**src/rtl/vga_timing_out.sv**
```systemverilog
// 640x480@60 raster timing generator and VGA pin output stage.
// Counters feed the draw stage; its rgb returns and is aligned to sync.
module vga_timing_out #(
  parameter int unsigned H_SYNC   = 96,
  parameter int unsigned H_BP     = 48,
  parameter int unsigned H_ACTIVE = 640,
  parameter int unsigned H_TOTAL  = 800,
  parameter int unsigned V_SYNC   = 2,
  parameter int unsigned V_BP     = 29,
  parameter int unsigned V_ACTIVE = 480,
  parameter int unsigned V_TOTAL  = 521,
  parameter logic        SYNC_POL = 1'b0,
  parameter int unsigned PIPE_DLY = 1
) (
  input  logic       clk_25,
  input  logic       rst_n,
  output logic [9:0] h_count,
  output logic [9:0] v_count,
  output logic       frame_start,
  input  logic [7:0] rgb_in,
  output logic       Hsync,
  output logic       Vsync,
  output logic [2:0] vga_red,
  output logic [2:0] vga_green,
  output logic [1:0] vga_blue
);

  localparam logic [9:0] L_H_LAST = 10'(H_TOTAL - 1);
  localparam logic [9:0] L_V_LAST = 10'(V_TOTAL - 1);
  localparam logic [9:0] L_HS     = 10'(H_SYNC);
  localparam logic [9:0] L_VS     = 10'(V_SYNC);
  localparam logic [9:0] L_HA_LO  = 10'(H_SYNC + H_BP);
  localparam logic [9:0] L_HA_HI  = 10'(H_SYNC + H_BP + H_ACTIVE);
  localparam logic [9:0] L_VA_LO  = 10'(V_SYNC + V_BP);
  localparam logic [9:0] L_VA_HI  = 10'(V_SYNC + V_BP + V_ACTIVE);

  typedef struct packed {
    logic hs;
    logic vs;
    logic act;
  } dec_t;

  logic [9:0] r_h;
  logic [9:0] r_v;
  logic       r_fs;
  logic [9:0] w_h_nxt;
  logic [9:0] w_v_nxt;
  logic       w_fs_nxt;
  dec_t       w_dec;
  dec_t       w_dly;
  logic       r_hsync;
  logic       r_vsync;
  logic [7:0] r_rgb;

  always_comb begin
    w_h_nxt = r_h + 10'd1;
    w_v_nxt = r_v;
    if (r_h == L_H_LAST) begin
      w_h_nxt = '0;
      w_v_nxt = (r_v == L_V_LAST) ? '0 : r_v + 10'd1;
    end
    w_fs_nxt = (w_h_nxt == '0) && (w_v_nxt == '0);
  end

  always_ff @(posedge clk_25 or negedge rst_n) begin
    if (!rst_n) begin
      r_h  <= '0;
      r_v  <= '0;
      r_fs <= 1'b0;
    end else begin
      r_h  <= w_h_nxt;
      r_v  <= w_v_nxt;
      r_fs <= w_fs_nxt;
    end
  end

  always_comb begin
    w_dec.hs  = r_h < L_HS;
    w_dec.vs  = r_v < L_VS;
    w_dec.act = (r_h >= L_HA_LO) && (r_h < L_HA_HI) &&
                (r_v >= L_VA_LO) && (r_v < L_VA_HI);
  end

  // decode is delayed to meet the draw stage's rgb latency
  if (PIPE_DLY == 0) begin : g_nodly
    assign w_dly = w_dec;
  end else begin : g_dly
    dec_t r_dly [PIPE_DLY];
    always_ff @(posedge clk_25 or negedge rst_n) begin
      if (!rst_n) begin
        for (int i = 0; i < int'(PIPE_DLY); i++)
          r_dly[i] <= '0;
      end else begin
        r_dly[0] <= w_dec;
        for (int i = 1; i < int'(PIPE_DLY); i++)
          r_dly[i] <= r_dly[i-1];
      end
    end
    assign w_dly = r_dly[PIPE_DLY-1];
  end

  always_ff @(posedge clk_25 or negedge rst_n) begin
    if (!rst_n) begin
      r_hsync <= ~SYNC_POL;
      r_vsync <= ~SYNC_POL;
      r_rgb   <= '0;
    end else begin
      r_hsync <= w_dly.hs ? SYNC_POL : ~SYNC_POL;
      r_vsync <= w_dly.vs ? SYNC_POL : ~SYNC_POL;
      r_rgb   <= w_dly.act ? rgb_in : 8'h00;
    end
  end

  assign h_count     = r_h;
  assign v_count     = r_v;
  assign frame_start = r_fs;
  assign Hsync       = r_hsync;
  assign Vsync       = r_vsync;
  assign vga_red     = r_rgb[7:5];
  assign vga_green   = r_rgb[4:2];
  assign vga_blue    = r_rgb[1:0];

endmodule

```
**config.mk**
```make
export PLATFORM = sky130hd
export DESIGN_NAME = vga_timing_out
export DESIGN_NICKNAME = d
export VERILOG_FILES = /design/src/rtl/vga_timing_out.sv
export SDC_FILE = /design/constraint.sdc
export NUM_CORES = 1
export LEC_CHECK = 0
export ABC_AREA = 0
export ABC_CLOCK_PERIOD_IN_PS = 6800
export CORE_UTILIZATION = 53
export CTS_CLUSTER_DIAMETER = 80
export DETAILED_ROUTE_END_ITERATION = 16
export GPL_ROUTABILITY_DRIVEN = 0
export GPL_TIMING_DRIVEN = 1
export PLACE_DENSITY = 0.84
export SYNTH_ARGS = -nofsm -noshare
export SYNTH_HDL_FRONTEND = slang
export SYNTH_SLANG_ARGS = --single-unit
```
**constraint.sdc**
```tcl
create_clock -name clk_25 -period 6.8 [get_ports clk_25]
set_clock_uncertainty 0.2 [all_clocks]
set_input_delay 1.02 -clock clk_25 [delete_from_list [all_inputs] [get_ports clk_25]]
set_output_delay 1.02 -clock clk_25 [all_outputs]
set_load 0.02 [all_outputs]
```
# Yosys cells after proc, flatten, opt, wreduce, memory -nomap -nowiden
# Cells that the tools add are included.
# op_classes
muxes,6
n_reduce_logical,6
n_eq_ne,2
n_addsub,2
order_cmp,6
# ops
operator,count
$mux 10,3
$add 10x1->10 const B,2
$eq 10x10->1 const B,2
$logic_not 10->1,2
$ge 10x5->1 const B,1
$ge 10x8->1 const B,1
$lt 10x10->1 const B,1
$lt 10x2->1 const B,1
$lt 10x7->1 const B,1
$lt 10x9->1 const B,1
$mux 8,1
$logic_and 1x1->1,4
$mux 1,2
# totals
ff_bits,34
wordCells,31
in_bits,10
out_inout_bits,31

# Longest topological paths before layout
# Gate-level depths: netlist (run 1).
# logic_depth
ltp_word,5
depth_mapped,7
mapped_depth_nobuf,7

# Worst setup path before layout (run 1)
# OpenSTA, ideal clock, no wires.
# synth_timing
kind,flip-flop to flip-flop
start,"register r_v[5], in the netlist v_count[5]"
end,"register r_fs, in the netlist frame_start"
path_buffers,1
arrival_ps,2101
period_less_slack_ps,2369
required_ps,6532
setup_ps,68
path_stages_with_launch,7
slack_ps,4431
path_cell_list,dfrtp_1 -> buf_6 -> or4_4 -> nor4_4 -> nor3_2 -> a2111oi_2 -> and4_1
# synth_via
elab_chain_cells,5
word_cells_on_any_way,6
cone_classes,1 x add/sub; 1 x eq/ne; 2 x mux; 2 x reduce/logical
# synth_lines
item,line,text
start: declaration,44,logic [9:0] r_v;
start signal: assignment,72,r_v <= w_v_nxt;
$add 10x1->10 / $eq 10x10->1 (equally long branches),60,w_v_nxt = (r_v == L_V_LAST) ? '0 : r_v + 10'd1;
$mux 10,60,
$mux 10 (*),58,if (r_h == L_H_LAST) begin
$logic_not 10->1 (*),62,w_fs_nxt = (w_h_nxt == '0) && (w_v_nxt == '0);
$logic_and 1x1->1 (*),62,
via w_fs_nxt,48,logic w_fs_nxt;
end signal: assignment,73,r_fs <= w_fs_nxt;
end: declaration,45,logic r_fs;
# The timed path passes the listed nets; every way through them passes the cells marked *.

# Final worst setup path (run 1)
# layout_timing
start,"register r_h[6], in the netlist h_count[6]"
end,output port h_count[6]
# layout_rtl
item,line,text
start: declaration,43,logic [9:0] r_h;
start signal: assignment,71,r_h <= w_h_nxt;
end: declaration,17,"output logic [9:0] h_count,"
# No word-level cell between the ends.

==> impl_results.md, run 1 <==
* Buf+Inv Stages, Crit Path at 1
* Seq/Total Area, Yosys at 47.5%
* CP Launch Type: register
* Area fraction of the dominant cell type after synthesis at 44.6%
* Area taken by multi-input logic gates at 855 µm²
* Power Density at 141 mW/mm²
* Max frequency at between 0.3 and 0.4 GHz
* Cell Rows at 20
* Post-synth top flop: dfrtp_1
* Grt ovf at 0
* TritonCTS clock tree: done
* Vias at approximately 1,500
* Slew margin rel. at 49.8%
* Fill cells at 238
* Layout cells sized above 1 at 10.6%
* R2R depth at 5
* Port buffer count at 40
* Yosys cell types at 47
* Worst hold slack at 0.157 ns
* Slew @ Worst Pin at 0.749 ns
* Setup TNS Final at 0 ns
* Via density at 5.76
* Hold_sp: g_dly.r_dly[2]
* Detailed Routing Iterations Pass 1 at 4
* GR Util All Layers at 24.1%
* Worst-path clk slew at roughly 0.10 ns
* Die Footprint at 0.00363 mm²
* Io pins at between 40 and 50
* Leakage at 0.923 nW
* Reg2reg setup slack at 4.16 ns
* Worst Setup End Kind: output pin
* Synth Instances at 179
* Syn Nets at 193
* Syn Std Cell Area at 0.00180 mm²
* Worst hold path class: register to register
* EDFF count, synth at 0
* RSZ-0062 raised after global routing: false
* Die height at 60.2 µm
* Core Util, Final at between 70% and 80%
* Post_cts resized at 0
* CTS buffer count at 5
* Crit-path cells: clkdlybuf4s50_1
* Core ar. at roughly 0.0031 mm²
* #FFs+latches synth at 34
* Commonest non-fill, non-tap cells in the layout: clkdlybuf4s50_1 (40), dfrtp_1 (32), nor2_1 (14), nand2_1 (13), nand3_1 (12)
* Worst path slowest cell: clkdlybuf4s50_1
* Buffer count from post-CTS setup fixing at 0
* Final nets at about 230
* Largest net degree at the start of global routing at 35
* Fin crit period at around 2.8 ns
* Most common cell after layout, fill and taps aside: clkdlybuf4s50_1
* Synth top area cells: dfrtp_1 (45%), xnor2_1 (3.4%), xor2_1 (3.4%), nand3_1 (3.3%), dfstp_2 (2.9%)
* Worst r2r src: h_count[5]
* Critical path type: register to output pin
* Status: finished, final reports clean
* FF-to-FF End: frame_start
* Synth warn at 0
* Register Area at about 850 µm²
* Fin cells at 260
* Avg Cell Area, Syn at 10.0 µm²
* Worst skew pair latency at 0.34 ns
* Post-route cell area at 0.00225 mm²
* Diode count at 0
* Final antenna-violating net count at 0
* Critical Path AT at 1.62 ns
* Residual DRC count at 0
* Routed Wire Length at 3900 µm
* Initial antenna violation count at 0
* Asr flop ratio synth at 100%
* Initial core utilization at 57.4%
* Final Hold Violating Endpoints at 0
* CP peak stage delay at 0.69 ns
* Max Buffers Root-to-Sink at 2
* Max-Cap Viols at 0
* CTS root buf: clkbuf_4
* Post-CTS Hold Buffers at 0
* Die Wd at 60.2 µm
* Worst Hold Path EP: Hsync
* Area delta synth->final at 25.3%
* Crit Path Max Fanout at 13
* Iteration-0 DRC Markers at 40
* Setup violations, final at 0
* Worst Hold Depth at 1
* Sink Count at 34
* Worst EP required at 5.58 ns
* Biggest area consumer among synthesized cells: dfrtp_1
* First-pass GRT wire length at 6370 µm
* Placed Instances at 252
* Part of the cycle the worst path needs at 41.7%
* Final Max Slew Viols at 0
* Avg WL per Cell at 15.0 µm
* VDD IR max at 0.129 mV
* Placed Instance Area at 0.00220 mm²
* CP delay by family, top: buffers and inverters
* Vias in the first global route at 1,392
* DP HPWL at between 2000 and 3000 µm
* # H-tree levels at 2
-- cell families after synthesis --
logic type                 share of synthesized area [%]
xor gates and xnor gates                            6.82
buffers and inverters                               4.94
adders and majority gates                           2.79
AOI/OAI and AO/OA                                   11.1
and+or+nand+nor                                     26.3
muxes                                              0.627
DFF                                                 47.5
-- through the flow --
stage	setup slack (ns)	total power (W)
2_1_floorplan	4.43	0.000206
3_3_place_gp	4.29	0.000215
3_5_place_dp	4.21	0.000216
4_1_cts	3.96	0.000323
5_1_grt	3.88	0.000330
6_report	3.96	0.000316
-- where the power goes --
part / switching [W] / internal, W
registers: 0 / 0.000202
clock network: 0.0000659 / 0.0000393
logic: 0.00000433 / 0.00000484
total: 0.0000702 / 0.000246
-- flip-flops by register name, summed over array words and instances (netlist names) --
register     flops
v_count         10
Hsync            1
Vsync            1
g_dly.r_dly      3
frame_start      1
h_count         10
r_rgb            8
-- Yosys cell counts, types with 2 or more instances --
| master | number |
|---|---|
| dfstp_2 | 2 |
| buf_2 | 2 |
| nor3_1 | 5 |
| inv_1 | 8 |
| and4_1 | 3 |
| and2_1 | 8 |
| nand2_1 | 13 |
| o22ai_1 | 2 |
| o31ai_1 | 2 |
| a21oi_1 | 2 |
| clkbuf_1 | 8 |
| nor2_1 | 14 |
| a31oi_1 | 2 |
| nor3_2 | 2 |
| o41ai_1 | 3 |
| nand3_1 | 12 |
| ha_1 | 4 |
| o31a_1 | 2 |
| or4_1 | 2 |
| xor2_1 | 7 |
| dfrtp_1 | 32 |
| or2_2 | 2 |
| nand4_1 | 6 |
| o21ai_0 | 4 |
| or3_1 | 2 |
| xnor2_1 | 7 |
| nor4_1 | 3 |
-- area by class of cell --
type                       instances  share of cell area [%]
multi-input combinational        125                    37.9
sequential                        34                    37.9
timing repair buffer              41                    18.1
tap                               44                    2.44
clock buffer                       6                    1.83
inverter                           8                    1.33
clock inverter                     2                   0.444
-- metal layers --
layer / wire length [µm] / track usage, % / up-vias / part of all wire [%]
met5: 0 / 0 / - / 0
met4: 95 / 10.6 / 0 / 2.4
met3: 225 / 6.06 / 11 / 5.8
met2: 1920 / 38.9 / 62 / 49
met1: 1660 / 30.4 / 708 / 42
li1: - / - / 716 / -
-- how the worst max path moves through the flow --
stage                     from           to  slack [ns]  depth (start not counted)
detailed placement  h_count[5]  frame_start        4.21                          5
finish              h_count[6]   h_count[6]        3.96                          1
CTS                 h_count[6]   h_count[6]        3.96                          1
floorplan           v_count[5]  frame_start        4.43                          6
global route        v_count[2]   v_count[2]        3.88                          1
global placement    h_count[5]  frame_start        4.29                          5
Power figures use the tool's default switching activity.
==> run 2: changes to the inputs <==
ABC_CLOCK_PERIOD_IN_PS = 2450   (was 6800)
CORE_UTILIZATION = 45   (was 53)
PLACE_DENSITY = 0.76   (was 0.84)
clock period = 2.45 ns   (was 6.8 ns; I/O delays follow)
==> run 2 against run 1 <==
Net effect: setup slack worse by 3.9 ns; clock-buffer cell count up 1; non-clock buffer count rose by 11; combinational power rose to 2.8 times the previous value; first-iteration DRC count is 110% higher; critical path depth rose by 5; power rose to 3.4 times the previous value; clock power rose to 4.7 times the previous value; via count up 4.3%; sequential power rose to 2.8 times the previous value; die area up 17%; worst hold slack about the same; critical path type is now register to register; largest cell class unchanged; highest routed layer unchanged.
==> impl_results.md, run 2 (synthesis gave the netlist of run 1 again) <==
* GRT Max-Usage Layer: met2
* Max Buffers Root-to-Sink at 2 (unchanged)
* Crit Path Max Fanout at 5 (-8)
* Worst Setup End Kind: register
* Leakage at 1.02 nW (+10%)
* Buffer count from post-CTS setup fixing at 0 (unchanged)
* DP HPWL at 3010 µm (+5.9%)
* Avg WL per Cell at 15.5 µm (+3.6%)
* CP delay by family, top: simple AND/OR/NAND/NOR gates
* Initial core utilization at 48.0% (-9.4 points)
* Switching share of power at 18.6% (-3.6 points)
* First-pass GRT wire length at 7070 µm (+11%)
* Routed Wire Length at 4270 µm (+9.6%)
* Iteration-0 DRC Markers at 83 (+110%)
* Io pins at 41 (unchanged)
* Critical path type: register to register
* Grt ovf at 0 (unchanged)
* Met3 Use GR at 5.56% (-0.51 points)
* Post-CTS Hold Buffers at 0 (unchanged)
* Worst EP required at 2.47 ns (-3.11 ns)
* Worst skew pair latency at 0.28 ns (-0.06 ns)
* Area taken by multi-input logic gates at 878 µm² (+2.8%)
* Power Density at 446 mW/mm² (+220%)
* Worst-path clk slew at 0.07 ns (-0.03 ns)
* Die height at 65.2 µm (+8.2%)
* Vias in the first global route at 1,466 (+5.3%)
* Psw at 0.000200 W (+190%)
* Area delta synth->final at 34.7%
* CP Launch Type: register
* Commonest non-fill, non-tap cells in the layout: clkdlybuf4s50_1 (40), dfrtp_1 (31), nor2_1 (14), nand2_1 (13)
* Global Route met1 Usage at 27.5% (-2.9 points)
* CP peak stage delay at 0.41 ns (-0.28 ns)
* Residual DRC count at 0 (unchanged)
* Sink Count at 34 (unchanged)
* Setup TNS Final at 0 ns (unchanged)
* # H-tree levels at 2 (unchanged)
* Core ar. at 0.00374 mm² (+20%)
* Register share of total power at 52.0% (-12 points)
* Most common cell after layout, fill and taps aside: clkdlybuf4s50_1
* TritonCTS clock tree: done
* Vias at 1,562 (+4.3%)
* Fin crit period at 2.34 ns
* Die Footprint at 0.00425 mm² (+17%)
* Largest net degree at the start of global routing at 35 (unchanged)
* CTS buffer count at 5 (unchanged)
* Post_cts resized at 0 (unchanged)
* Diode count at 0 (unchanged)
* Initial antenna violation count at 0 (unchanged)
* Logic pwr share at 2.4% (-0.5 points)
* Setup violations, final at 0 (unchanged)
* Via density at 5.68 (-1.3%)
* Tot Pwr at 0.00108 W (+240%)
* VDD IR max at 0.309 mV (+140%)
* Met2 GRT Util at 37.4% (-1.6 points)
* Worst path slowest cell: dfrtp_1
* Slew margin rel. at 71.5% (+22 points)
* Max frequency at 0.427 GHz
* Final antenna-violating net count at 0 (unchanged)
* Worst hold path class: register to register
* Detailed Routing Iterations Pass 1 at 4 (unchanged)
* Port buffer count at 40 (unchanged)
* Slew @ Worst Pin at 0.416 ns (-0.333 ns)
* Register Area at 855 µm² (+0.15%)
* Share of total power in the clock network at 45.6% (+12 points)
* Layout cells sized above 1 at 16.7% (+6.1 points)
* Max-Cap Viols at 0 (unchanged)
* Cell Rows at 22 (+10%)
* Die Wd at 65.2 µm (+8.2%)
* Crit-path cells: ha_2 > and4_2 > nand3_1 > o31a_1 > a311oi_1 > and4_1
* Buf+Inv Stages, Crit Path at 0 (-1)
* Final Max Slew Viols at 0 (unchanged)
* GR Util All Layers at 22.3% (-1.8 points)
* Final nets at 240 (+4.8%)
* Core Util, Final at 64.6% (-7.4 points)
* Status: finished, final reports clean
* Fill cells at 302 (+27%)
* CTS root buf: clkbuf_8
* Part of the cycle the worst path needs at 95.5%
* P_int at 0.000879 W (+260%)
* Critical Path AT at 2.36 ns (+0.74 ns)
* Final Hold Violating Endpoints at 0 (unchanged)
## run 2: cell count changes in the layout (fill, tap and decap cells not counted), sizes merged
cell and change:
buf +11, clkinv -2, clkbuf +1, bufinv +1
## run 2: worst paths after layout
check,startpoint,to,slack [ns],depth (start not counted)
setup / recovery,h_count[1],frame_start,0.11,6
hold / removal,g_dly.r_dly[1],Vsync,0.16,1
setup reg to reg,h_count[1],frame_start,0.11,6
hold reg to reg,g_dly.r_dly[1],Vsync,0.16,1
max in group asynchronous,rst_n,Vsync,1.43,2
min in group asynchronous,rst_n,frame_start,0.30,2
## run 2: cell type report
cell class / instances / area share, %
clock buffers: 7 / 3.15
clock inverters: 1 / 1.24
inverters: 8 / 1.24
multi-input cells: 125 / 36.3
flip-flops and latches: 34 / 35.3
well taps: 48 / 2.48
repair buffers: 52 / 20.3
## run 2: stage by stage
| stage | hold slack [ns] | cells | area (µm²) | setup slack (ns) |
|---|---|---|---|---|
| floorplan | -0.128 | 179 | 1800 | 0.0812 |
| global placement | 0.139 | 267 | 2290 | 0.210 |
| detailed placement | 0.152 | 267 | 2290 | 0.121 |
| CTS | 0.155 | 275 | 2390 | 0.0153 |
| global route | 0.173 | 275 | 2420 | -0.0137 |
| finish | 0.157 | 275 | 2420 | 0.109 |
## run 2: per-layer routing
| layer | routed length (µm) | up-vias |
|---|---|---|
| li1 | - | 739 |
| met1 | 1760 | 744 |
| met2 | 2120 | 68 |
| met3 | 293 | 11 |
| met4 | 104 | 0 |
| met5 | 0 | - |
## run 2: power by group through the flow
stage | clock (W) | combinational (W) | sequential, W
2_1_floorplan | 0 | 0.0000000126 | 0.000572
3_3_place_gp | 0 | 0.0000256 | 0.000572
3_5_place_dp | 0 | 0.0000264 | 0.000572
4_1_cts | 0.000508 | 0.0000267 | 0.000561
5_1_grt | 0.000537 | 0.0000292 | 0.000561
6_report | 0.000492 | 0.0000254 | 0.000562
## run 2: worst register-to-register path: stages, from the launching register on
cell	delay [ns]
dfrtp_1	0.41
ha_2	0.25
and4_2	0.31
nand3_1	0.17
o31a_1	0.36
a311oi_1	0.34
and4_1	0.25
==> run 3: changes to the inputs <==
==> constraint.sdc (replaced) <==
create_clock -name clk_25 -period 2.45 [get_ports clk_25]
set_clock_uncertainty 0.2 [all_clocks]
set_input_delay 0.49 -clock clk_25 [delete_from_list [all_inputs] [get_ports clk_25]]
set_output_delay 0.49 -clock clk_25 [all_outputs]
set_load 0.02 [all_outputs]
==> results of run 3 <==
The final DEF is identical to that of run 2. Status: finished, final reports clean.
